### src/rtl/spi_pkg.sv
// Shared constants and state encoding for the SPI request arbiter.
package spi_pkg;

  typedef enum logic [2:0] {
    ST_IDLE   = 3'd0,
    ST_ARB    = 3'd1,
    ST_LOAD   = 3'd2,
    ST_START  = 3'd3,
    ST_BUSY   = 3'd4,
    ST_SETTLE = 3'd5,
    ST_DONE   = 3'd6,
    ST_ABORT  = 3'd7
  } state_t;

  // SPI interface register bit positions
  localparam int SPI_CTRL_EN       = 0;
  localparam int SPI_CTRL_FREQ_LSB = 1;
  localparam int SPI_STAT_BUSY     = 0;

  // SCK divider select codes carried in spi_control[2:1]
  localparam logic [1:0] FREQ_SEL_0 = 2'd0;
  localparam logic [1:0] FREQ_SEL_1 = 2'd1;
  localparam logic [1:0] FREQ_SEL_2 = 2'd2;
  localparam logic [1:0] FREQ_SEL_3 = 2'd3;

  // Increment an index modulo n
  function automatic int wrap_inc(input int v, input int n);
    return (v + 1 >= n) ? 0 : v + 1;
  endfunction

endpackage

### src/rtl/rr_arbiter.sv
// Combinational round-robin picker: first set req at or after ptr, wrapping.
module rr_arbiter #(
  parameter int N  = 4,
  parameter int IW = (N > 1) ? $clog2(N) : 1
) (
  input  logic [N-1:0]  req,
  input  logic [IW-1:0] ptr,
  output logic [N-1:0]  gnt,
  output logic [IW-1:0] idx,
  output logic          valid
);

  // Scan from the farthest candidate back to ptr so the closest one wins last
  always_comb begin
    int            k;
    logic [IW-1:0] k_idx;
    gnt   = '0;
    idx   = '0;
    valid = 1'b0;
    k     = 0;
    k_idx = '0;
    for (int i = N - 1; i >= 0; i--) begin
      k = int'(ptr) + i;
      if (k >= N) k = k - N;
      k_idx = IW'(k);
      if (req[k_idx]) begin
        gnt        = '0;
        gnt[k_idx] = 1'b1;
        idx        = k_idx;
        valid      = 1'b1;
      end
    end
  end

endmodule

### src/rtl/spi_arbiter.sv
// Round-robin sharing of one SPI master register block between NUM_REQ clients.
module spi_arbiter
  import spi_pkg::*;
#(
  parameter int NUM_REQ = 4,
  parameter int DATA_W  = 32,
  parameter int TIMEOUT = 4096
) (
  input  logic                      clk,
  input  logic                      rst,
  input  logic [NUM_REQ-1:0]        req,
  input  logic [2*NUM_REQ-1:0]      req_freq,
  input  logic [DATA_W*NUM_REQ-1:0] req_data,
  output logic [NUM_REQ-1:0]        gnt,
  output logic [NUM_REQ-1:0]        done,
  output logic                      err,
  output logic [DATA_W-1:0]         rdata,
  output logic [DATA_W-1:0]         spi_control,
  output logic [DATA_W-1:0]         spi_tx,
  input  logic [DATA_W-1:0]         spi_status,
  input  logic [DATA_W-1:0]         spi_rx
);

  localparam int IW = (NUM_REQ > 1) ? $clog2(NUM_REQ) : 1;
  localparam int TW = (TIMEOUT > 2) ? $clog2(TIMEOUT) : 1;

  state_t              state, nxt;
  logic [IW-1:0]       ptr;
  logic [TW-1:0]       timer;
  logic [NUM_REQ-1:0]  arb_gnt;
  logic [IW-1:0]       arb_idx;
  logic                arb_vld;
  logic                busy, tmo;
  logic                unused_status;

  assign busy          = spi_status[SPI_STAT_BUSY];
  assign tmo           = (timer == TW'(TIMEOUT - 1));
  assign unused_status = ^spi_status[DATA_W-1:1];

  rr_arbiter #(.N(NUM_REQ), .IW(IW)) u_rr (
    .req   (req),
    .ptr   (ptr),
    .gnt   (arb_gnt),
    .idx   (arb_idx),
    .valid (arb_vld)
  );

  // State register
  always_ff @(posedge clk) begin
    if (rst) state <= ST_IDLE;
    else     state <= nxt;
  end

  // Next-state logic; timeout takes priority so START+BUSY never exceeds TIMEOUT
  always_comb begin
    nxt = state;
    case (state)
      ST_IDLE:   if (|req) nxt = ST_ARB;
      ST_ARB:    nxt = arb_vld ? ST_LOAD : ST_IDLE;
      ST_LOAD:   nxt = ST_START;
      ST_START:  if (tmo) nxt = ST_ABORT; else if (busy) nxt = ST_BUSY;
      ST_BUSY:   if (tmo) nxt = ST_ABORT; else if (!busy) nxt = ST_SETTLE;
      ST_SETTLE: nxt = ST_DONE;
      ST_DONE:   nxt = ST_IDLE;
      ST_ABORT:  nxt = ST_IDLE;
      default:   nxt = ST_IDLE;
    endcase
  end

  // Transfer watchdog: cleared while loading, counts through START and BUSY
  always_ff @(posedge clk) begin
    if (rst)                                       timer <= '0;
    else if (state == ST_LOAD)                     timer <= '0;
    else if (state == ST_START || state == ST_BUSY) timer <= timer + 1'b1;
  end

  // Round-robin pointer moves past the owner on every grant
  always_ff @(posedge clk) begin
    if (rst)                        ptr <= '0;
    else if (state == ST_ARB && arb_vld) ptr <= IW'(wrap_inc(int'(arb_idx), NUM_REQ));
  end

  // Registered outputs, driven from the state being entered so they line up with it
  always_ff @(posedge clk) begin
    if (rst) begin
      gnt         <= '0;
      done        <= '0;
      err         <= 1'b0;
      rdata       <= '0;
      spi_control <= '0;
      spi_tx      <= '0;
    end else begin
      if (state == ST_ARB && arb_vld) begin
        gnt                                 <= arb_gnt;
        spi_tx                              <= req_data[arb_idx*DATA_W +: DATA_W];
        spi_control[SPI_CTRL_FREQ_LSB +: 2] <= req_freq[arb_idx*2 +: 2];
      end else if (nxt == ST_IDLE) begin
        gnt <= '0;
      end
      spi_control[SPI_CTRL_EN] <= (nxt == ST_START) || (nxt == ST_BUSY);
      done <= (nxt == ST_DONE || nxt == ST_ABORT) ? gnt : '0;
      err  <= (nxt == ST_ABORT);
      if (nxt == ST_DONE) rdata <= spi_rx;
    end
  end

endmodule

### config.mk
export PLATFORM = sky130hd
export DESIGN_NAME = spi_arbiter
export DESIGN_NICKNAME = d
export VERILOG_FILES = /design/src/rtl/spi_pkg.sv /design/src/rtl/rr_arbiter.sv /design/src/rtl/spi_arbiter.sv
export SDC_FILE = /design/constraint.sdc
export NUM_CORES = 1
export LEC_CHECK = 0
export CORE_MARGIN = 8
export CORE_UTILIZATION = 35
export DETAILED_ROUTE_END_ITERATION = 8
export PLACE_DENSITY = 0.75
export SETUP_SLACK_MARGIN = 0.02
export SLEW_MARGIN = 40
export SYNTH_ARGS = -nofsm -noshare
export SYNTH_HDL_FRONTEND = slang
export SYNTH_SLANG_ARGS = --single-unit
### constraint.sdc
create_clock -name clk -period 3.41 [get_ports clk]
set_input_delay 0.682 -clock clk [delete_from_list [all_inputs] [get_ports clk]]
set_output_delay 0.682 -clock clk [all_outputs]
set_load 0.005 [all_outputs]
; ---- Word-level counts from Yosys, hierarchy flattened
; Cells that the tools add are included.
[word_totals]
register_bits = 93
word_cells = 104
[classes]
order_cmp = 13
addsub = 9
bitwise = 1
shifts = 2
muxes = 42
n_reduce_logical = 15
n_eq_ne = 12
[ops]
columns = op, count
row1 = variable part select 128 x 8 -> 32 bit, 1
row2 = 2-to-1 mux 4 bit, 6
row3 = "== test 3 bit, second input constant", 7
row4 = case mux 3 bit (7 select lines), 1
row5 = 2-to-1 mux 2 bit, 10
row6 = 2-to-1 mux 3 bit, 5
row7 = "adder 12 x 1 -> 12 bit, second input constant", 1
row8 = "== test 12 bit, second input constant", 1
row9 = ">= comparator 3 bit, second input constant", 4
row10 = "less-than comparator 2 x 3 -> 1 bit, second input constant", 4
row11 = 2-to-1 mux 1 bit, 12
row12 = "== test 3 x 2 -> 1 bit, second input constant", 3
row13 = binary-select mux 1 bit (select 2 bit), 4
row14 = demux 1 bit (select 2 bit), 4
row15 = ">= comparator 2 x 1 -> 1 bit, second input constant", 4
row16 = variable part select 8 x 4 -> 2 bit, 1
row17 = "subtractor 2 x 1 -> 2 bit, second input constant", 4
row18 = "adder 2 x 1 -> 3 bit, second input constant", 2
row19 = "adder 2 x 2 -> 3 bit, second input constant", 2
row20 = logical NOT 3 bit, 2
row21 = OR reduction 2 bit, 3
row22 = logical AND 1 bit, 5
row23 = OR reduction 4 bit, 1
row24 = "== test 3 x 1 -> 1 bit, second input constant", 1
row25 = other kinds (4), 6

; ---- Logic depth before layout (Yosys ltp)
[depth]
ltp_word = 15
ltp_mapped = 10
ltp_nobuf = 7

; ---- By module
; Synthesis repeated with hierarchy kept, for this count alone.
[unflattened]
hier_cells = 571
area_unflattened_um2 = 5172.5
[by_module_without_submodules]
columns = module, seq_area_each_um2, n_inst, area_per_inst_um2, cells_per_inst
row1 = spi_arbiter, 1861.8, 1, 4489.3, 486
row2 = rr_arbiter, 0.0, 1, 683.2, 85

; ---- Least setup slack after synthesis
; No wires, ideal clock.
[synth_timing]
path_kind = register -> register
start = reg ptr[0]
end = reg spi_tx[14]
path_slack_ps = 285
path_stages_with_launch = 10
t_arrival_ps = 3008
required_time_ps = 3293
synth_period_minus_slack_ps = 3125
cell_sequence = dfxtp_1 > buf_2 > inv_1 > ha_1 > clkbuf_1 > o21ai_1 > a221oi_4 > buf_6 > mux4_1 > a22o_1
[synth_via]
elab_chain_cells = 10
elab_cells_between_ends = 33
cone_classes = add/sub: 7 / order compare: 4 / shift: 1 / mux: 20 / reduce/logical: 1
[synth_lines]
columns = item, line
row1 = start: declaration, spi_arbiter.sv:28  ; logic [IW-1:0] ptr;
row2 = start signal: assignment, spi_arbiter.sv:80  ; else if (state == ST_ARB && arb_vld) ptr <= IW'(wrap_inc(int'(arb_idx), NUM_REQ));
row3 = adder 2 x 2 -> 3 bit, rr_arbiter.sv:23  ; k = int'(ptr) + i;
row4 = >= comparator 3 bit or subtractor 2 x 1 -> 2 bit (tied branches), rr_arbiter.sv:24  ; if (k >= N) k = k - N;
row5 = 2-to-1 mux 2 bit, rr_arbiter.sv:24
row6 = binary-select mux 1 bit (select 2 bit), rr_arbiter.sv:26  ; if (req[k_idx]) begin
row7 = 2-to-1 mux 1 bit (implied by the code), rr_arbiter.sv:26
row8 = 2-to-1 mux 2 bit or 2-to-1 mux 1 bit (tied branches) (4 in a row), rr_arbiter.sv:26
row9 = variable part select 128 x 8 -> 32 bit or logical AND 1 bit (tied branches), "spi_arbiter.sv:95, spi_arbiter.sv:93"
row10 = end signal: assignment, spi_arbiter.sv:95  ; spi_tx <= req_data[arb_idx*DATA_W +: DATA_W];
row11 = end: declaration, spi_arbiter.sv:19  ; output logic [DATA_W-1:0] spi_tx,
; Several ways; a longest one is shown, not always the timed one. The select of a mux whose other input is x is not followed.
; A chain may end at the register's enable or synchronous reset.

; ---- Worst setup path in the final report
[layout_timing]
start = in req[0]
end = reg spi_tx[16]
[layout_via]
elab_chain_cells = 7
elab_cells_between_ends = 18
cone_classes = shift: 1 / mux: 16 / reduce/logical: 1
[layout_lines]
columns = item, line
row1 = start: declaration, spi_arbiter.sv:11  ; input logic [NUM_REQ-1:0] req,
row2 = binary-select mux 1 bit (select 2 bit), rr_arbiter.sv:26
row3 = 2-to-1 mux 1 bit (implied by the code), rr_arbiter.sv:26
row4 = 2-to-1 mux 2 bit or 2-to-1 mux 1 bit (tied branches) (4 in a row), rr_arbiter.sv:26
row5 = variable part select 128 x 8 -> 32 bit or logical AND 1 bit (tied branches), "spi_arbiter.sv:95, spi_arbiter.sv:93"
; Several ways; a longest one is shown, not always the timed one. The select of a mux whose other input is x is not followed.

==> results.yml <==
route:
  drt_wl_total_um: 16300
  vias: 4371
  drtPass1Iterations: 4
  ant_nets: 0
  viasPerCell: 4.97
  drt_iter0_markers: 168
  wl_per_cell_um: 18.5
  drc: 0
yosys:
  syn_area_um2: 4820
  ys_seq_area_share_pct: 38.6
  synth_edf_count: 0
  synthAdderAreaFrac_pct: 2.34
  synthMuxAreaShare_pct: 20.5
  syn_avg_cell_area_um2: 10.5
  yosys.area_share.simple_pct: 12.5
  synth_top_family_by_area: "multiplexers"
  syn_inst: 460
  synth_warnings: 0
  synth-xor-area-share_pct: 2.18
  ys_types: 48
  synthArstFlopShare_pct: 0
  synth-compound-area-share_pct: 15.3
  synth_seq_cells: 93
  ys.flop_type: "dfxtp_1"
power:
  clkPwrFrac_pct: 29.2
  p_sw_mw: 0.852
  power_mw: 3.16
  p_leak_nw: 2.80
  vdd_drop_max_uv: 221
  p_per_area_nw_per_um2: 411
  internal-power_mw: 2.31
  p_sw_share_pct: 27.0
  sequentialPowerShare_pct: 38.3
  p_comb_share_pct: 32.4
clock_network:
  root_buffer: "clkbuf_16"
  cts_resized: 0
  cts.sinks: 93
  clock_path_buffers: 2
  cts_htree_levels: 3
  worstSkewPairLatency_ps: 340
  hold_buffers: 0
  clkTransAtPathRegs_ps: 70
  cts_tree: "yes"
  cts_setup_buffers: 0
  cts_made_buffers: 9
final_layout:
  synthToLayoutAreaGrowth_pct: 59.4
  final_area_um2: 7680
  layout_commonest_cell: "clkdlybuf4s50_1"
  final_core_util_pct: 56.2
  fin_cells: 880
  drive_above_1_share_pct: 9.01
  final_cell_mix: "clkdlybuf4s50_1, dfxtp_1, nand2_1"
  fin_nets: 911
min_path:
  hp-class: "reg -> reg"
  hold_start: "rdata[20]"
die:
  core-area_um2: 13700
  start_util_pct: 35.2
  row_count: 43
  die_w_um: 133
  die_h_um: 133
  die_area_um2: 17800
  ios: 311
sta:
  tightestPinTransition_ps: 634
  max_freq_mhz: 347
  setup_viol: 0
  layout_worst_path_cycle_share_pct: 84.5
  rsz0062_at_grt: "false"
  tns_ps: 0
  hold_viol_final: 0
  drv_slew: 0
  fin_worst_skew_ps: 12.9
  slew_headroom_pct: 57.7
  period_minus_slack_ps: 2880
setup_path:
  rr_startpoint: "ptr[0]"
  crit_required_ps: 3630
  max_stage_delay_ps: 600
  cp-end-kind: "flop"
  critPathLaunch: "req[0]"
  startpoint_type: "input pin"
  critPathSlowestCell: "mux4_1"
  critical_path_arrival_ps: 3110
  worstPathCellList: "clkdlybuf4s50_1 -> o21bai_1 -> o21ai_1 -> a221oi_4 -> buf_12 -> mux4_1 -> a22o_1"
  path_class: "in -> reg"
  cp_max_fo: 36
global_routing:
  gr-usage-all-layers_pct: 17.8
  grt_start_max_net_pins: 37
  overflow: 0
  antenna_found_initial: 1
  grt_pass1_wl_um: 25200
  grt_pass1_vias: 4570
outcome:
  status: "complete, no violations"
place:
  dp.cells: 865
  port_buffers: 250
  placed_area_um2: 7400
  dpl.hpwl_um: 13400
  place.gp.congestion: 0.818
run:
  maxCapViolations: 0
## through the flow
stage	setup slack (ps)	hold slack [ps]
after floorplan	285	453
after global placement	248	442
after detailed placement	179	448
after CTS	535	458
after global routing	337	473
final	528	453
## power groups by stage
stage | registers (mW) | clock network (mW) | logic, mW
after detailed placement | 1.23 | 0 | 1.03
after CTS | 1.21 | 0.948 | 1.03
final | 1.21 | 0.923 | 1.02
after floorplan | 1.23 | 0 | 0.591
after global placement | 1.23 | 0 | 0.999
after global routing | 1.22 | 0.998 | 1.10
## flip-flops by register name, summed over array words and instances, names as in the netlist
signal,flops
done,4
err,1
gnt,4
ptr,2
rdata,32
spi_control,3
spi_tx,32
state,3
timer,12
## routing by layer
metal  part of all wire, %  up-vias  routed length (um)  GRT usage (%)
li1                      -     2104                   -              -
met4                   2.0        0                 323           5.68
met3                   7.8       19                1280           5.80
met5                     0        -                   0              0
met1                    35     2077                5740           18.1
met2                    55      171                8930           33.6
## area by class of cell
class	instances	area (um2)
timing repair buffer	260	2620
fill	1171	5990
multi-input combinational	325	2670
clock inverter	4	33.8
clock buffer	10	239
antenna	1	2.50
inverter	7	26.3
sequential	93	1860
tap	180	225
## cells in the mapped netlist (all sizes together), types with 6 or more instances
library cell	number	area, um2
dfxtp	93	1860
clkbuf	23	86.3
buf	40	298
a22o	35	307
ha	9	113
nor3b	6	45.0
inv	7	26.3
mux4	38	908
nor2	25	93.8
xor2	8	70.1
nand2	73	274
a21oi	35	175
## path summary, 6_finish.rpt
kind | endpoint | slack [ps] | depth (start not counted)
setup / recovery | spi_tx[16] | 530 | 7
hold / removal | rdata[20] | 450 | 2
setup reg to reg | spi_tx[16] | 780 | 7
hold reg to reg | rdata[20] | 450 | 2
## critical path: cells and delay by family
family,cells,cell delay [ps]
compound gates,4,920
buf+inv,2,870
mux,1,600
## cell families after synthesis
group	count (synthesis)
fa+ha+maj	9
compound gates	99
simple gates	131
xor+xnor	12
other cells	1
mux	45
flops	93
buf+inv	70
Note: power is estimated with default switching activity, not from simulation.
